<file path="src/rtl/uart_rx_serial.sv">
// 8N1 UART receiver with run-time baud; bit period = floor(CLK_FREQ_HZ/baud) from a 32-cycle serial divider.
// Latency: byte/err pulse one cycle after the mid-stop sample; backpressure: none, the line cannot be stalled.
module uart_rx_serial #(
    parameter int unsigned CLK_FREQ_HZ = 16000000
) (
    input  logic        i_Clock,
    input  logic        i_Reset,
    input  logic [31:0] i_Baudrate,
    input  logic        i_Rx_Serial,
    output logic        o_Rx_DV,
    output logic [7:0]  o_Rx_Byte,
    output logic        o_Rx_Frame_Err,
    output logic        o_Rx_Active,
    output logic        o_Rx_Ready
);

    localparam logic [31:0] DIVIDEND = CLK_FREQ_HZ;

    typedef enum logic [2:0] {S_IDLE, S_START, S_DATA, S_STOP, S_BREAK} state_t;

    logic        rx_meta, rx_s;
    logic        init_q;
    logic [31:0] baud_q;
    logic        div_busy;
    logic [4:0]  div_cnt;
    logic [31:0] div_rem, div_dvd, div_quot;
    logic [31:0] cpb;
    logic        ready_q;

    logic        start_div;
    logic [32:0] rem_sh;
    logic        ge;
    logic [31:0] rem_nx, quot_nx, half;

    state_t      state;
    logic [31:0] cnt;
    logic [2:0]  bit_idx;
    logic [7:0]  shreg;

    assign start_div = init_q | (i_Baudrate != baud_q);
    assign rem_sh    = {div_rem, div_dvd[31]};
    assign ge        = rem_sh >= {1'b0, baud_q};
    assign rem_nx    = ge ? (rem_sh[31:0] - baud_q) : rem_sh[31:0];
    assign quot_nx   = {div_quot[30:0], ge};
    assign half      = {1'b0, cpb[31:1]};
    assign o_Rx_Ready = ready_q;

    always_ff @(posedge i_Clock or posedge i_Reset) begin
        if (i_Reset) begin
            rx_meta <= 1'b1;
            rx_s    <= 1'b1;
        end else begin
            rx_meta <= i_Rx_Serial;
            rx_s    <= rx_meta;
        end
    end

    // Restoring divider: one quotient bit per cycle, restarted by any baud change.
    always_ff @(posedge i_Clock or posedge i_Reset) begin
        if (i_Reset) begin
            init_q   <= 1'b1;
            baud_q   <= '0;
            div_busy <= 1'b0;
            div_cnt  <= '0;
            div_rem  <= '0;
            div_dvd  <= '0;
            div_quot <= '0;
            cpb      <= '0;
            ready_q  <= 1'b0;
        end else begin
            init_q <= 1'b0;
            if (start_div) begin
                baud_q   <= i_Baudrate;
                ready_q  <= 1'b0;
                div_busy <= (i_Baudrate != 32'd0);
                div_cnt  <= '0;
                div_rem  <= '0;
                div_dvd  <= DIVIDEND;
                div_quot <= '0;
            end else if (div_busy) begin
                div_rem  <= rem_nx;
                div_dvd  <= {div_dvd[30:0], 1'b0};
                div_quot <= quot_nx;
                div_cnt  <= div_cnt + 5'd1;
                if (div_cnt == 5'd31) begin
                    div_busy <= 1'b0;
                    cpb      <= (quot_nx < 32'd4) ? 32'd4 : quot_nx;
                    ready_q  <= 1'b1;
                end
            end
        end
    end

    always_ff @(posedge i_Clock or posedge i_Reset) begin
        if (i_Reset) begin
            state          <= S_IDLE;
            cnt            <= '0;
            bit_idx        <= '0;
            shreg          <= '0;
            o_Rx_Byte      <= 8'h00;
            o_Rx_DV        <= 1'b0;
            o_Rx_Frame_Err <= 1'b0;
            o_Rx_Active    <= 1'b0;
        end else begin
            o_Rx_DV        <= 1'b0;
            o_Rx_Frame_Err <= 1'b0;
            if (start_div) begin
                state       <= S_IDLE;
                cnt         <= '0;
                o_Rx_Active <= 1'b0;
            end else begin
                case (state)
                    S_IDLE: begin
                        if (ready_q && !rx_s) begin
                            state       <= S_START;
                            cnt         <= '0;
                            o_Rx_Active <= 1'b1;
                        end
                    end
                    S_START: begin
                        if (cnt == half - 32'd1) begin
                            cnt <= '0;
                            if (rx_s) begin
                                state       <= S_IDLE;
                                o_Rx_Active <= 1'b0;
                            end else begin
                                state   <= S_DATA;
                                bit_idx <= '0;
                            end
                        end else begin
                            cnt <= cnt + 32'd1;
                        end
                    end
                    S_DATA: begin
                        if (cnt == cpb - 32'd1) begin
                            cnt     <= '0;
                            shreg   <= {rx_s, shreg[7:1]};
                            bit_idx <= bit_idx + 3'd1;
                            if (bit_idx == 3'd7) state <= S_STOP;
                        end else begin
                            cnt <= cnt + 32'd1;
                        end
                    end
                    S_STOP: begin
                        if (cnt == cpb - 32'd1) begin
                            cnt         <= '0;
                            o_Rx_Active <= 1'b0;
                            if (rx_s) begin
                                o_Rx_Byte <= shreg;
                                o_Rx_DV   <= 1'b1;
                                state     <= S_IDLE;
                            end else begin
                                o_Rx_Frame_Err <= 1'b1;
                                state          <= S_BREAK;
                            end
                        end else begin
                            cnt <= cnt + 32'd1;
                        end
                    end
                    S_BREAK: begin
                        if (rx_s) state <= S_IDLE;
                    end
                    default: state <= S_IDLE;
                endcase
            end
        end
    end

endmodule

</file>
<file path="config.mk">
export PLATFORM = sky130hd
export DESIGN_NAME = uart_rx_serial
export DESIGN_NICKNAME = d
export VERILOG_FILES = /design/src/rtl/uart_rx_serial.sv
export SDC_FILE = /design/constraint.sdc
export NUM_CORES = 1
export LEC_CHECK = 0
export ABC_AREA = 1
export BUFFER_PORTS_ARGS = -buffer_cell sky130_fd_sc_hd__buf_2
export CELL_PAD_IN_SITES_DETAIL_PLACEMENT = 1
export CELL_PAD_IN_SITES_GLOBAL_PLACEMENT = 1
export CORE_ASPECT_RATIO = 1.4
export CORE_UTILIZATION = 50
export CTS_CLUSTER_DIAMETER = 40
export DETAILED_ROUTE_END_ITERATION = 16
export GPL_ROUTABILITY_DRIVEN = 0
export PLACE_DENSITY_LB_ADDON = 0.1
export SKIP_CTS_REPAIR_TIMING = 1
export SLEW_MARGIN = 20
export SYNTH_ARGS = -nofsm -noshare
export SYNTH_HDL_FRONTEND = slang
export SYNTH_SLANG_ARGS = --single-unit
</file>
<file path="constraint.sdc">
create_clock -name i_Clock -period 12.6 [get_ports i_Clock]
set_input_delay 1.26 -clock i_Clock [delete_from_list [all_inputs] [get_ports i_Clock]]
set_output_delay 1.26 -clock i_Clock [all_outputs]
set_load 0.02 [all_outputs]
</file>
==> summary.md <==
| Metric | Value |
|---|---|
| Outcome | `finished clean` |
| Internal power | `1230 µW` |
| CTS tree | `yes` |
| Met1 GRT Util | `0.340` |
| Slew @ Worst Pin | `1130 ps` |
| Num CTS Buffers | `29` |
| Crit end category | `flop` |
| Most used DFF post-synth | `dfrtp_1` |
| Final Max Slew Viols | `0` |
| Reg clk slew, reported paths | `70 ps` |
| Clk sink count | `216` |
| F_max | `0.232 GHz` |
| HP Class | `flop to flop` |
| Post-DP Area | `14500 µm²` |
| # rows | `72` |
| Combinational cell fraction of total power | `0.040` |
| Number of port buffers | `46` |
| Final min period | `4320 ps` |
| GRT busiest layer | `met2` |
| Die Area | `28800 µm²` |
| EDFF count, synth | `0` |
| Largest area contributor in the netlist | `dfrtp_1` |
| Via/cell ratio | `5.56` |
| PwrDens | `105 nW/µm²` |
| Skew final | `23.8 ps` |
| H-tree depth | `1` |
| Iter 0 DRT Violations | `541` |
| Final period utilization | `0.343` |
| Insertion delay to the later sink of the worst-skew pair | `570 ps` |
| Clock Tree Buf Depth | `3` |
| Nets | `2019` |
| Synth Instances | `1946` |
| Reg-to-reg setup timing slack | `8350 ps` |
| Layout cell share with drive strength beyond 1 | `0.0930` |
| Area Growth Syn to Fin | `9.89%` |
| Hold Slack | `360 ps` |
| Drt first pass iters | `4` |
| RSZ-0062 raised after global routing | `no` |
| Initial antenna violation count | `1` |
| Reg-to-Reg Start | `cpb[0]$_DFFE_PP0P_` |
| Worst reg2reg path depth | `17` |
| Post-synthesis sequential area ratio | `0.384` |
| Arrival time at the worst endpoint | `4790 ps` |
| Vias in the first global route | `14258` |
| Clk root buf | `clkbuf_16` |
| Initial Util | `0.509` |
| Top cell type's share of synthesized area | `0.379` |
| CP required | `13070 ps` |
| Most frequent cells in the layout | `nand2_1 (484), inv_1 (279), dfrtp_1 (213)` |
| Antenna viol nets, final | `0` |
| Leakage | `0.00806 µW` |
| Worst vdd ir | `0.0962 mV` |
| Switching power | `401 µW` |
| M2 GR Usage | `0.607` |
| Ys async rst share | `1.00` |
| # diodes | `0` |
| Clock group share of total power | `0.529` |
| CP Max Fanout | `62` |
| Largest net degree at the start of global routing | `143` |
| Seq pwr share | `0.432` |
| WHS Path Cells | `0` |
| WHS Endpoint | `rx_s$_DFF_PP1_` |
| Synth Area per Inst | `7.24 µm²` |
| First-pass GRT wire length | `73500 µm` |
| GR Util met3 | `0.0394` |
| Setup TNS | `0 ps` |
| Area of the core | `27700 µm²` |
| Max-cap violations | `0` |
| DRT Wirelength | `45400 µm` |
| Worst setup SP type | `input pin` |
| Grt ovf | `0` |
| Synth Register Bits | `216` |
| Die Ht | `201 µm` |
| Global Route Usage Sum | `0.329` |
| Vias after detailed routing | `12997` |
| Final hold vios | `0` |
| Synthesis Warnings | `0` |
| Io pins | `47` |
| Worst hold path startpoint | `rx_meta$_DFF_PP1_` |
| Worst rel slew slack | `0.246` |
| Most common cell after layout, fill and taps aside | `nand2_1` |
| Syn Std Cell Area | `14100 µm²` |
| Die width | `144 µm` |
| Reg-to-Reg End | `cnt[18]$_DFFE_PP0P_` |
| Top post-synthesis cells by area | `dfrtp_1 (38%), nand2_1 (13%), inv_1 (7.5%)` |
| Post-route cell area | `15500 µm²` |
| Final setup fails | `0` |
| Sw frac | `0.246` |
| HPWL after DPL | `33700 µm` |
| Worst setup path category | `input pin to flop` |
| # DRC | `0` |
| Synthesized Nets | `2021` |
| Distinct cells, synth | `53` |
| WL per Instance | `19.4 µm` |
[cells in the mapped netlist (all sizes together) (18+ instances only)]
cell      n
nand2   502
inv     294
dfrtp   213
nor2    207
o21ai   131
nand3    94
xor2     77
clkbuf   67
a21oi    57
o22ai    50
xnor2    42
ha       39
nand4    37
nor4     21
o211ai   18
[cell families after synthesis]
group                      count (synthesis)  synth area share
other                                      1          0.000266
muxes                                      1          0.000711
adders and majority gates                 40            0.0361
AOI/OAI and AO/OA                        288             0.120
and+or+nand+nor                          904             0.281
DFF                                      216             0.384
buffers and inverters                    377             0.104
xor gates and xnor gates                 119            0.0740
[state kept, by name, indices dropped and copies added (netlist names)]
register and count:
div_cnt 5, o_Rx_Frame_Err 1, state 3, div_quot 31, bit_idx 3, div_rem 32
o_Rx_Ready 1, o_Rx_Byte 8, baud_q 32, div_dvd 22, init_q 1, o_Rx_Active 1
o_Rx_DV 1, cnt 32, div_busy 1, rx_meta 1, rx_s 1, cpb 32
shreg 8
[per-layer routing]
layer  wire length (µm)  vias to the layer above
met2              24200                      238
met3               1400                      154
li1                   -                     6204
met4               3390                        2
met1              16400                     6399
met5                 13                        -
[worst max path at each step]
stage                       start               endpoint  cells past startpoint
floorplan                 i_Reset  baud_q[0]$_DFFE_PP0N_                      1
global placement    i_Baudrate[5]     cpb[0]$_DFFE_PP0P_                     14
detailed placement  i_Baudrate[5]     cpb[1]$_DFFE_PP0P_                     14
CTS                 i_Baudrate[5]     cpb[1]$_DFFE_PP0P_                     14
global route        i_Baudrate[5]     cpb[0]$_DFFE_PP0P_                     14
finish              i_Baudrate[5]     cpb[1]$_DFFE_PP0P_                     14
[cell type report]
type	count	area (µm²)
clock buffers	34	764
clock inverters	20	251
fillers	3606	12200
inverters	294	1110
multi-input cells	1353	7210
flip-flops and latches	216	5410
well taps	370	463
repair buffers	50	260
[power by group through the flow]
stage / combinational [µW] / sequential, µW / clock (µW)
after global routing: 72.3 / 704 / 902
after floorplan: 42.5 / 715 / 0
after detailed placement: 64.7 / 716 / 0
after CTS: 65.4 / 703 / 877
final: 64.4 / 703 / 862
after global placement: 62.5 / 716 / 0
[worst max-delay path, stage by stage]
cell      delay (ps)
buf_2            100
inv_1             50
nand2_1           50
o21ai_1           60
nor4_1           650
nand3b_1         240
nor2_1           230
nand2_1          350
nor2_2           200
buf_4            380
nand2_2          620
nor2_1           350
inv_1            100
o22ai_1          110
[through the flow]
stage / cells / setup slack, ps / total power (µW) / utilization
2_1_floorplan: 1946 / 5440 / 758 / -
3_3_place_gp: 2283 / 7920 / 778 / 0.523
3_5_place_dp: 2283 / 7750 / 781 / 0.523
4_1_cts: 2337 / 8290 / 1650 / 0.559
5_1_grt: 2337 / 7960 / 1680 / 0.559
6_report: 2337 / 8280 / 1630 / 0.559
No activity file was read; power rests on OpenSTA's default activity.
